### src/rtl/sha512_mmio_master.sv
// sha512_mmio_master
// Host-side MMIO master for the SHA-512 AFU CSR block. Takes one host command
// at a time, issues it as a CCI-P style MMIO request, and for reads waits for
// the completion whose tid matches the outstanding request (or times out).
//
// The CCI-P MMIO request/completion structs are carried as flat fields:
//   mmio_rx_* : request toward the AFU (c0 Rx: mmioWrValid, mmioRdValid,
//               hdr.address, hdr.length, hdr.tid, data)
//   mmio_tx_* : read completion from the AFU (c2 Tx: mmioRdValid, hdr.tid, data)
//
// Ports
//   clk, reset (async, active-low)
//   cmd_valid/cmd_ready/cmd_write/cmd_addr/cmd_data : host command (held until accepted)
//   rsp_valid/rsp_data/rsp_timeout                  : one-cycle read response
//   stale_cnt                                       : saturating count of unmatched completions
module sha512_mmio_master #(
    parameter int TIMEOUT_CYCLES = 256
) (
    input  logic        clk,
    input  logic        reset,
    input  logic        cmd_valid,
    output logic        cmd_ready,
    input  logic        cmd_write,
    input  logic [15:0] cmd_addr,
    input  logic [63:0] cmd_data,
    output logic        mmio_rx_wr_valid,
    output logic        mmio_rx_rd_valid,
    output logic [15:0] mmio_rx_hdr_address,
    output logic [1:0]  mmio_rx_hdr_length,
    output logic [8:0]  mmio_rx_hdr_tid,
    output logic [63:0] mmio_rx_data,
    input  logic        mmio_tx_rd_valid,
    input  logic [8:0]  mmio_tx_hdr_tid,
    input  logic [63:0] mmio_tx_data,
    output logic        rsp_valid,
    output logic [63:0] rsp_data,
    output logic        rsp_timeout,
    output logic [7:0]  stale_cnt
);

    localparam int CNT_W = $clog2(TIMEOUT_CYCLES + 1);
    localparam logic [CNT_W-1:0] LAST_CNT = CNT_W'(TIMEOUT_CYCLES - 1);

    typedef enum logic [1:0] {IDLE, ISSUE, WAIT_RD, RESP} state_t;

    state_t            state, state_nxt;
    logic              cap_write;
    logic [15:0]       cap_addr;
    logic [63:0]       cap_data;
    logic [8:0]        tid;
    logic [8:0]        out_tid;
    logic [CNT_W-1:0]  wait_cnt;
    logic              accept;
    logic              match;
    logic              timed_out;

    assign accept    = cmd_valid && cmd_ready;
    // Only a completion for the single outstanding read counts; anything else is stale.
    assign match     = (state == WAIT_RD) && mmio_tx_rd_valid && (mmio_tx_hdr_tid == out_tid);
    // Asserted during the last allowed WAIT_RD cycle, so RESP begins exactly
    // TIMEOUT_CYCLES cycles after WAIT_RD was entered.
    assign timed_out = (state == WAIT_RD) && (wait_cnt == LAST_CNT);

    always_ff @(posedge clk or negedge reset) begin
        if (!reset) begin
            state <= IDLE;
        end else begin
            state <= state_nxt;
        end
    end

    always_comb begin
        state_nxt           = state;
        cmd_ready           = 1'b0;
        mmio_rx_wr_valid    = 1'b0;
        mmio_rx_rd_valid    = 1'b0;
        mmio_rx_hdr_address = '0;
        mmio_rx_hdr_length  = '0;
        mmio_rx_hdr_tid     = '0;
        mmio_rx_data        = '0;
        rsp_valid           = 1'b0;
        case (state)
            IDLE: begin
                cmd_ready = 1'b1;
                if (cmd_valid) state_nxt = ISSUE;
            end
            ISSUE: begin
                mmio_rx_wr_valid    = cap_write;
                mmio_rx_rd_valid    = !cap_write;
                mmio_rx_hdr_address = cap_addr;
                mmio_rx_hdr_length  = 2'b01;
                mmio_rx_hdr_tid     = tid;
                mmio_rx_data        = cap_data;
                state_nxt           = cap_write ? IDLE : WAIT_RD;
            end
            WAIT_RD: begin
                if (match || timed_out) state_nxt = RESP;
            end
            RESP: begin
                rsp_valid = 1'b1;
                state_nxt = IDLE;
            end
            default: state_nxt = IDLE;
        endcase
    end

    always_ff @(posedge clk or negedge reset) begin
        if (!reset) begin
            cap_write   <= 1'b0;
            cap_addr    <= '0;
            cap_data    <= '0;
            tid         <= '0;
            out_tid     <= '0;
            wait_cnt    <= '0;
            rsp_data    <= '0;
            rsp_timeout <= 1'b0;
            stale_cnt   <= '0;
        end else begin
            // command capture
            if (accept) begin
                cap_write <= cmd_write;
                cap_addr  <= cmd_addr;
                cap_data  <= cmd_data;
            end
            // read issue: remember the tid in flight, advance the counter (wraps 511->0)
            if (state == ISSUE && !cap_write) begin
                out_tid  <= tid;
                tid      <= tid + 9'd1;
                wait_cnt <= '0;
            end
            // completion wait; a match wins over a simultaneous timeout
            if (state == WAIT_RD) begin
                if (match) begin
                    rsp_data    <= mmio_tx_data;
                    rsp_timeout <= 1'b0;
                end else if (timed_out) begin
                    rsp_data    <= '0;
                    rsp_timeout <= 1'b1;
                end else begin
                    wait_cnt <= wait_cnt + CNT_W'(1);
                end
            end
            if (mmio_tx_rd_valid && !match && stale_cnt != 8'hFF) begin
                stale_cnt <= stale_cnt + 8'd1;
            end
        end
    end

endmodule
### config.mk
export PLATFORM = sky130hd
export DESIGN_NAME = sha512_mmio_master
export DESIGN_NICKNAME = d
export VERILOG_FILES = /design/src/rtl/sha512_mmio_master.sv
export SDC_FILE = /design/constraint.sdc
export NUM_CORES = 1
export LEC_CHECK = 0
export ABC_CLOCK_PERIOD_IN_PS = 2000
export CAP_MARGIN = 20
export CORE_MARGIN = 5
export CORE_UTILIZATION = 39
export CTS_CLUSTER_DIAMETER = 50
export DETAILED_ROUTE_END_ITERATION = 8
export PLACE_DENSITY = 0.8
export RECOVER_POWER = 25
export SLEW_MARGIN = 5
export SYNTH_ARGS = -nofsm -noshare
export SYNTH_HDL_FRONTEND = slang
export SYNTH_SLANG_ARGS = --single-unit
### constraint.sdc
create_clock -name clk -period 2 [get_ports clk]
set_clock_uncertainty 0.2 [all_clocks]
set_input_delay 0.4 -clock clk [delete_from_list [all_inputs] [get_ports clk]]
set_output_delay 0.4 -clock clk [all_outputs]
set_load 0.03 [all_outputs]
==> results.cfg, run 1 <==
[yosys]
synth-main-ff-cell = dfrtp_1
syn_inst = 736
syn_area_per_cell_sq_um = 10.8
ys_seq_elements = 183
seq_area_frac_synth_pct = 57.7
synth_area_sq_um = 7930
postSynth.asyncResetShare_pct = 100
synth_edf_count = 0
synth_cell_types = 36
synth_nets = 898
yosysWarnings = 0

[pwr]
leakage_uw = 0.00571
powerDensity_nw_per_um2 = 1110
vdd.ir_drop.worst_mv = 0.662

[timing]
hold_viol_final = 0
min_period_over_period_pct = 110
slew_headroom_pct = 58.9
setup_viol = 129
rsz0062_at_grt = yes
tightest_slew_ns = 0.617
whs_ns = 0.298
period_minus_slack_ns = 2.20
slew_violations = 0
worst_slack_ns = -0.203
fmax_mhz = 454

[cts]
numCtsBuffers = 17
htreeDepth = 4
clock_latency_ns = 0.42
ctsRootBufferMaster = clkbuf_16
cts_buffer_depth = 2
clkTransAtPathRegs_ns = 0.08
cts_tree = yes
clkSinkCount = 183

[status]
status = complete, but fails checks
failed_checks = negative setup slack

[floorplanning]
die_w_um = 153
ios = 326
die_h_um = 153
die_area_sq_um = 23300
num_rows = 52
fp.coreArea_sq_um = 20100
start_util_pct = 39.5

[routing]
drc_errors = 0
postRouteWirelength_mm = 25.7
detail_route.iter0.violations = 287
drtPass1Iterations = 4
num_vias = 6786
wl_per_cell_um = 18.6
viasPerCell = 4.93
detail-route-antenna-nets = 0

[global_route]
grt-ovfl-total = 0
grt_pass1_wl_mm = 37.8
grt_use_total_pct = 20.3
grt_max_degree = 52
antenna_found_initial = 0
first_global_vias = 6692

[critical_path]
cp_cell_sequence = nor2b_4, buf_12, buf_8, and2_2, buf_4
r2r-end = wait_cnt[2]
crit_path_max_incr_delay_ns = 0.43
crit_fanout = 9
critical_path.top_delay_family = buffers and inverters
r2r_cells = 8
crit_arrival_ns = 1.60
slowest_stage = dfrtp_2
critPathBufInv = 3
start_kind = register
reg2reg_from = wait_cnt[1]
cp-end-kind = output pin
crit_required_ns = 1.40
worstSetupPathType = register to output pin
reg2reg_setup_slack_ns = -0.08

[place]
place_hpwl_mm = 17.0
gp_congestion = 0.814
dp.cells = 1329
place.port_buffers = 324

[hold_path]
holdPathStages = 1
hp-class = register to register
hold_start = wait_cnt[7]
hold_end = wait_cnt[7]

[finish]
final_cell_mix = dfrtp_1 (182), clkdlybuf4s50_1 (156), nand2_1 (107), buf_6 (83), mux2_2 (81)
instances_no_fill = 1377
layout_commonest_cell = dfrtp_1
finalNetCount = 1256
area_growth_pct = 69.4
fillers = 1453
antenna_cells = 0
drive_above_1_share_pct = 39.7

[flow_run]
drv_cap = 0
[flip-flops by register name, indices dropped and copies added (netlist names), named ones only]
name         flops
cap_write        1
cap_addr        16
stale_cnt        8
cap_data        64
state            1
out_tid          9
rsp_data        64
tid              9
rsp_timeout      1
wait_cnt         9
[cell families (layout without fill, tap and decap cells)]
group / Yosys count / in the layout / synth area share (%)
AND/OR/NAND/NOR: 317 / 317 / 19.2
flip-flops: 183 / 183 / 57.7
multiplexers: 86 / 86 / 12.2
AO/OA/AOI/OAI: 73 / 73 / 4.89
buffers and inverters: 48 / 419 / 2.70
XOR/XNOR: 24 / 24 / 2.65
adder cells (fa/ha/maj): 4 / 4 / 0.631
other: 1 / 1 / 0.0473
[where the power goes]
group	internal (uW)	switching, uW	total [uW]
Sequential	4840	712	5550
Clock	1730	1600	3320
Combinational	3070	2950	6020
[per-layer routing]
metal	share of wire (%)	global-route usage, %	wire, um
met2	53	35.9	13500
met5	0	0	0
met4	2.2	5.52	570
met1	41	25.6	10400
met3	4.4	3.89	1130
[worst max-delay path by stage]
stage | start | end | depth (start not counted)
after floorplan | register | cap_addr[0] | 5
after global placement | mmio_tx_hdr_tid[2] | stale_cnt[1] | 7
after detailed placement | mmio_tx_hdr_tid[5] | stale_cnt[1] | 7
after CTS | register | mmio_rx_hdr_address[14] | 5
after global routing | register | mmio_rx_data[16] | 5
final | register | mmio_rx_hdr_address[14] | 5
[synthesized netlist by cell type, types with 3 or more instances]
library cell / instances / area, sq um
ha_1: 4 / 50.1
nand2b_1: 3 / 18.8
o21ai_0: 64 / 320
and2_1: 93 / 582
nand2_1: 172 / 646
a221o_1: 3 / 30.0
xor2_1: 9 / 78.8
buf_2: 15 / 75.1
nor2_1: 13 / 48.8
dfrtp_1: 183 / 4580
nor4_1: 3 / 18.8
or3_1: 3 / 18.8
clkbuf_1: 26 / 97.6
xnor2_1: 15 / 131
nand3_1: 13 / 65.1
mux2_2: 82 / 923
nand4_1: 4 / 25.0
inv_1: 4 / 15.0
mux2i_1: 3 / 30.0
[through the flow]
step | setup slack, ns | TNS [ns] | total power, uW | cell area, sq um | util (%)
after CTS | -0.225 | -18.15 | 14600 | 12500 | 62.3
after detailed placement | -0.332 | -21.97 | 10900 | 11600 | 57.7
final | -0.203 | -15.77 | 14900 | 13400 | 66.9
after global routing | -0.261 | -26.28 | 15600 | 13400 | 66.9
after floorplan | -0.0342 | -2.66 | 8640 | 7970 | -
after global placement | -0.306 | -20.32 | 10800 | 11600 | 57.7
[what timing repair did]
action | in CTS | in global routing
gates resized for setup | 147 | 303
gates cloned | 4 | 4
endpoints found under the hold margin | 183 | 0
endpoints found under the setup margin | 230 | 174
hold buffers | 1 | 0
pin swaps | 11 | 74
setup buffers | 7 | 1
[area by class of cell]
class | instances | area, sq um | area share (%)
clock inverter | 13 | 128 | 0.949
clock buffer | 19 | 453 | 3.37
sequential | 183 | 4580 | 34.1
multi-input combinational | 505 | 3980 | 29.6
timing repair buffer | 383 | 3950 | 29.4
inverter | 4 | 15.0 | 0.112
tap | 270 | 338 | 2.51
No activity file was read; power rests on OpenSTA's default activity.
==> run 2, diff against run 1 <==
- RECOVER_POWER: 25 -> not set
==> run 2 against run 1 <==
Compared with the run above:
- the flow still finishes with violations (negative setup slack)
- cell area is 0.27% higher
- sequential power hardly changed
- clock power hardly changed
- via count hardly changed
- worst setup slack hardly changed
- utilization is 0.18 points higher
- critical path depth stayed put
- sequential cell count stayed put
- non-clock buffer count stayed put
- final cell count stayed put
- total power hardly changed
- largest power group unchanged
==> results.cfg, run 2 (synthesis results as in run 1) <==
[timing]
hold_viol_final = 0
fmax_mhz = 454
period_minus_slack_ns = 2.20
slew_violations = 0
whs_ns = 0.212
setup_viol = 128
worst_slack_ns = -0.203
min_period_over_period_pct = 110
rsz0062_at_grt = yes

[floorplanning]
num_rows = 52
start_util_pct = 39.5
fp.coreArea_sq_um = 20100
die_w_um = 153
die_area_sq_um = 23300
die_h_um = 153
ios = 326

[critical_path]
cp-end-kind = output pin
crit_path_max_incr_delay_ns = 0.43
slowest_stage = dfrtp_2
crit_arrival_ns = 1.60
crit_required_ns = 1.40
cp_cell_sequence = nor2b_4, buf_12, buf_8, and2_2, buf_4
critical_path.top_delay_family = buffers and inverters
worstSetupPathType = register to output pin
start_kind = register
crit_fanout = 9
reg2reg_from = wait_cnt[1]
critPathBufInv = 3

[cts]
htreeDepth = 4
cts_tree = yes
clkSinkCount = 183
numCtsBuffers = 17
ctsRootBufferMaster = clkbuf_16
clock_latency_ns = 0.42
cts_buffer_depth = 2
clkTransAtPathRegs_ns = 0.08

[finish]
layout_commonest_cell = dfrtp_1
finalNetCount = 1256
ff_latch_area_sq_um = 4580
top_regs = cap_data (64), rsp_data (64), cap_addr (16)
antenna_cells = 0
multi_input_area_sq_um = 3980
area_growth_pct = 69.9
fillers = 1450
final_cell_mix = dfrtp_1 (182), clkdlybuf4s50_1 (156), nand2_1 (107), buf_6 (84), mux2_2 (81)
drive_above_1_share_pct = 39.7

[routing]
drc_errors = 0
detail_route.iter0.violations = 314
detail-route-antenna-nets = 0
num_vias = 6790
wl_per_cell_um = 18.6
postRouteWirelength_mm = 25.6
drtPass1Iterations = 4
viasPerCell = 4.93

[global_route]
grt-ovfl-total = 0
grt_use_total_pct = 20.3
grt_pass1_wl_mm = 37.8
grt_max_degree = 52
antenna_found_initial = 0
first_global_vias = 6692

[pwr]
powerDensity_nw_per_um2 = 1110
leakage_uw = 0.00572
vdd.ir_drop.worst_mv = 0.662

[status]
failed_checks = negative setup slack
status = complete, but fails checks

[place]
gp_congestion = 0.814
place.port_buffers = 324
dpl_worst_slack_ns = -0.332
place_hpwl_mm = 17.0

[flow_run]
drv_cap = 0

[hold_path]
hp-class = input pin to asynchronous set/reset pin
==> run 2: cell types whose count changed in the layout (fill, tap and decap cells not counted), sizes merged <==
cell,previous run,this run
buf,145,148
clkbuf,27,24
==> run 2: final cells by class <==
type | count | area share, %
flip-flops and latches | 183 | 34.0
clock buffers | 19 | 3.36
inverters | 4 | 0.111
clock inverters | 13 | 0.947
well taps | 270 | 2.51
repair buffers | 383 | 29.6
multi-input cells | 505 | 29.5
==> run 2: power breakdown <==
part           total, uW  switching [uW]  internal (uW)  leakage, uW
sequential          5550             712           4840      0.00201
combinational       6030            2950           3080      0.00343
clock               3320            1600           1730     0.000289
==> run 2: worst reg2reg max path, stage by stage (launching register included) <==
cell and delay (ns):
dfrtp_1 0.38, ha_2 0.19, nand3_2 0.08, or2_4 0.14, nor2_4 0.04, ha_4 0.19
nand2b_4 0.18, o21a_4 0.23, a221o_1 0.32
==> run 2: path summary, 6_finish.rpt <==
kind / endpoint / slack, ns / cells after the start
setup / recovery: mmio_rx_hdr_address[14] / -0.20 / 5
hold / removal: cap_data[61] / 0.21 / 2
setup reg to reg: wait_cnt[2] / -0.08 / 8
hold reg to reg: wait_cnt[7] / 0.30 / 1
max in group asynchronous: rsp_data[31] / 0.81 / 3
min in group clk: wait_cnt[7] / 0.30 / 1
==> run 2: timing repair <==
action / 4_1_cts / 5_1_grt
setup endpoints to repair: 230 / 174
buffers inserted: 7 / 1
hold buffers: 1 / 0
resized for setup: 147 / 303
hold endpoints to repair: 183 / 0
pin swaps: 11 / 74
gates cloned: 4 / 4
==> run 2: per-layer routing <==
layer	GRT usage (%)	part of all wire, %
met4	5.52	2.3
met1	25.6	41
met5	0	0
met2	35.9	53
met3	3.89	4.5
==> run 2: through the flow <==
step | area [sq um] | util, % | std cells | power (uW) | TNS (ns)
6_report | 13500 | 67.0 | 1377 | 14900 | -15.78
5_1_grt | 13500 | 67.0 | 1377 | 15700 | -25.48
4_1_cts | 12500 | 62.3 | 1373 | 14600 | -18.15
3_5_place_dp | 11600 | 57.7 | 1329 | 10900 | -21.97
3_3_place_gp | 11600 | 57.7 | 1329 | 10800 | -20.32
2_1_floorplan | 7970 | - | 736 | 8640 | -2.66
==> run 3, diff against run 2 <==
- CORE_MARGIN: 5 -> not set
- CTS_CLUSTER_DIAMETER: 50 -> 100
==> run 3 against run 2 <==
Compared with the run above:
- the run still ends with negative setup slack left
- hold slack better by 0.088 ns
- sequential power is essentially flat
- worst setup slack got worse by 0.030 ns
- global-route usage up 1.2 points
- critical endpoint is now mmio_rx_data[57]
- sequential share of layout area fell by 0.59 points
- first-iteration DRC count down 16%
- largest power group unchanged
- highest routed layer unchanged
- final cell count grew 0.51%
- via count rose by 0.47%
- combinational power up 2%
==> results.cfg, run 3 (synthesis results as in run 1) <==
[cts]
clock_latency_ns = 0.42
ctsRootBufferMaster = clkbuf_16
cts_tree = yes
htreeDepth = 4
clkTransAtPathRegs_ns = 0.07
clkSinkCount = 183
numCtsBuffers = 17
cts_buffer_depth = 2

[finish]
layout_commonest_cell = dfrtp_1
antenna_cells = 0
top_regs = cap_data (64), rsp_data (64), cap_addr (16)
drive_above_1_share_pct = 39.1
area_growth_pct = 72.9
design_area_sq_um = 13700
finalNetCount = 1268
final_cell_mix = dfrtp_1 (182), clkdlybuf4s50_1 (156), nand2_1 (126), buf_6 (90), mux2_2 (82)

[timing]
tns_ns = -19.93
whs_ns = 0.299
period_minus_slack_ns = 2.23
slew_violations = 0
setup_viol = 110
rsz0062_at_grt = yes
min_period_over_period_pct = 112
worst_slack_ns = -0.233
fmax_mhz = 448
hold_viol_final = 0

[routing]
num_vias = 6822
viasPerCell = 4.93
drtPass1Iterations = 4
postRouteWirelength_mm = 25.6
drc_errors = 0
wl_per_cell_um = 18.5
detail-route-antenna-nets = 0
detail_route.iter0.violations = 265

[place]
place_hpwl_mm = 15.4
placed_cell_area_sq_um = 11500
dpl_worst_slack_ns = -0.362
gp_congestion = 0.802
place.port_buffers = 324

[floorplanning]
num_rows = 51
fp.coreArea_sq_um = 19700
ios = 326
die_w_um = 145
start_util_pct = 40.2
die_h_um = 145
die_area_sq_um = 20900

[status]
failed_checks = negative setup slack
status = complete, but fails checks

[critical_path]
start_kind = register
worstSetupPathType = register to output pin
crit_arrival_ns = 1.63
cp-end-kind = output pin
crit_fanout = 14
crit_required_ns = 1.40

[pwr]
combPwrFrac_pct = 39.1
leakage_uw = 0.00590
power.switching_uw = 5180
switching_share_pct = 32.9
finalPower_uw = 15700
powerDensity_nw_per_um2 = 1150
p_int_uw = 10600
power.share.sequential_pct = 35.4
vdd.ir_drop.worst_mv = 0.642
clkPwrFrac_pct = 25.5

[global_route]
grt-ovfl-total = 0
grt_use_total_pct = 21.5
grt_max_degree = 65
grt_pass1_wl_mm = 34.1
antenna_found_initial = 0
first_global_vias = 6403

[flow_run]
drv_cap = 0

[hold_path]
hp-class = input pin to asynchronous set/reset pin
[run 3: cell types whose count changed in the layout (fill, tap and decap cells not counted), sizes merged]
cell	delta
inv	-4
bufinv	+7
clkbuf	+9
buf	+3
clkinvlp	+2
clkinv	-5
[run 3: final cells by class]
class                           instances  area, sq um
Timing Repair Buffer                  395         4360
Clock inverter                         13          263
Clock buffer                           19          443
Fill cell                            1339         6000
Tap cell                              265          332
Sequential cell                       183         4580
Inverter                                4         17.5
Multi-Input combinational cell        505         3720
[run 3: worst paths after layout]
check                                    to  cells after the start              from  slack, ns
max                        mmio_rx_data[57]                      5          register      -0.23
min                            cap_data[52]                      2             reset       0.30
max reg2reg                     wait_cnt[4]                      8          register      -0.11
min reg2reg                    stale_cnt[6]                      1      stale_cnt[6]       0.30
max in group asynchronous      rsp_data[15]                      3             reset       0.69
min in group clk               rsp_data[14]                      3  mmio_tx_data[14]       0.30
[run 3: through the flow]
| stage | std cells | util, % |
|---|---|---|
| 2_1_floorplan | 736 | - |
| 3_3_place_gp | 1317 | 58.5 |
| 3_5_place_dp | 1317 | 58.5 |
| 4_1_cts | 1358 | 64.3 |
| 5_1_grt | 1384 | 69.6 |
| 6_report | 1384 | 69.6 |
[run 3: power by group through the flow]
stage	Sequential (uW)	Combinational [uW]	Clock, uW
after CTS	5510	5790	4090
after detailed placement	5560	5250	0
after global placement	5510	5140	0
final	5570	6160	4010
after global routing	5720	6510	4220
after floorplan	5640	2990	0
[run 3: repair_timing]
item                                   in CTS  in global routing
pin swaps                                   9                 32
gates cloned                                3                 21
buffers inserted                            5                  5
setup endpoints to repair                 239                173
endpoints found under the hold margin      38                  0
hold buffers                                1                  0
gates resized for setup                   199                216
[run 3: worst max-delay path, cell delays in order (launching register included)]
cell and delay (ns):
dfrtp_2 0.43, nor2b_4 0.14, buf_12 0.17, clkbuf_16 0.18
and2_1 0.14, buf_6 0.13
[run 3: routing by layer]
metal,track usage [%],wire length [um]
met2,37.6,13300
met1,25.9,10400
met3,5.17,1330
met4,6.93,590
met5,0,0
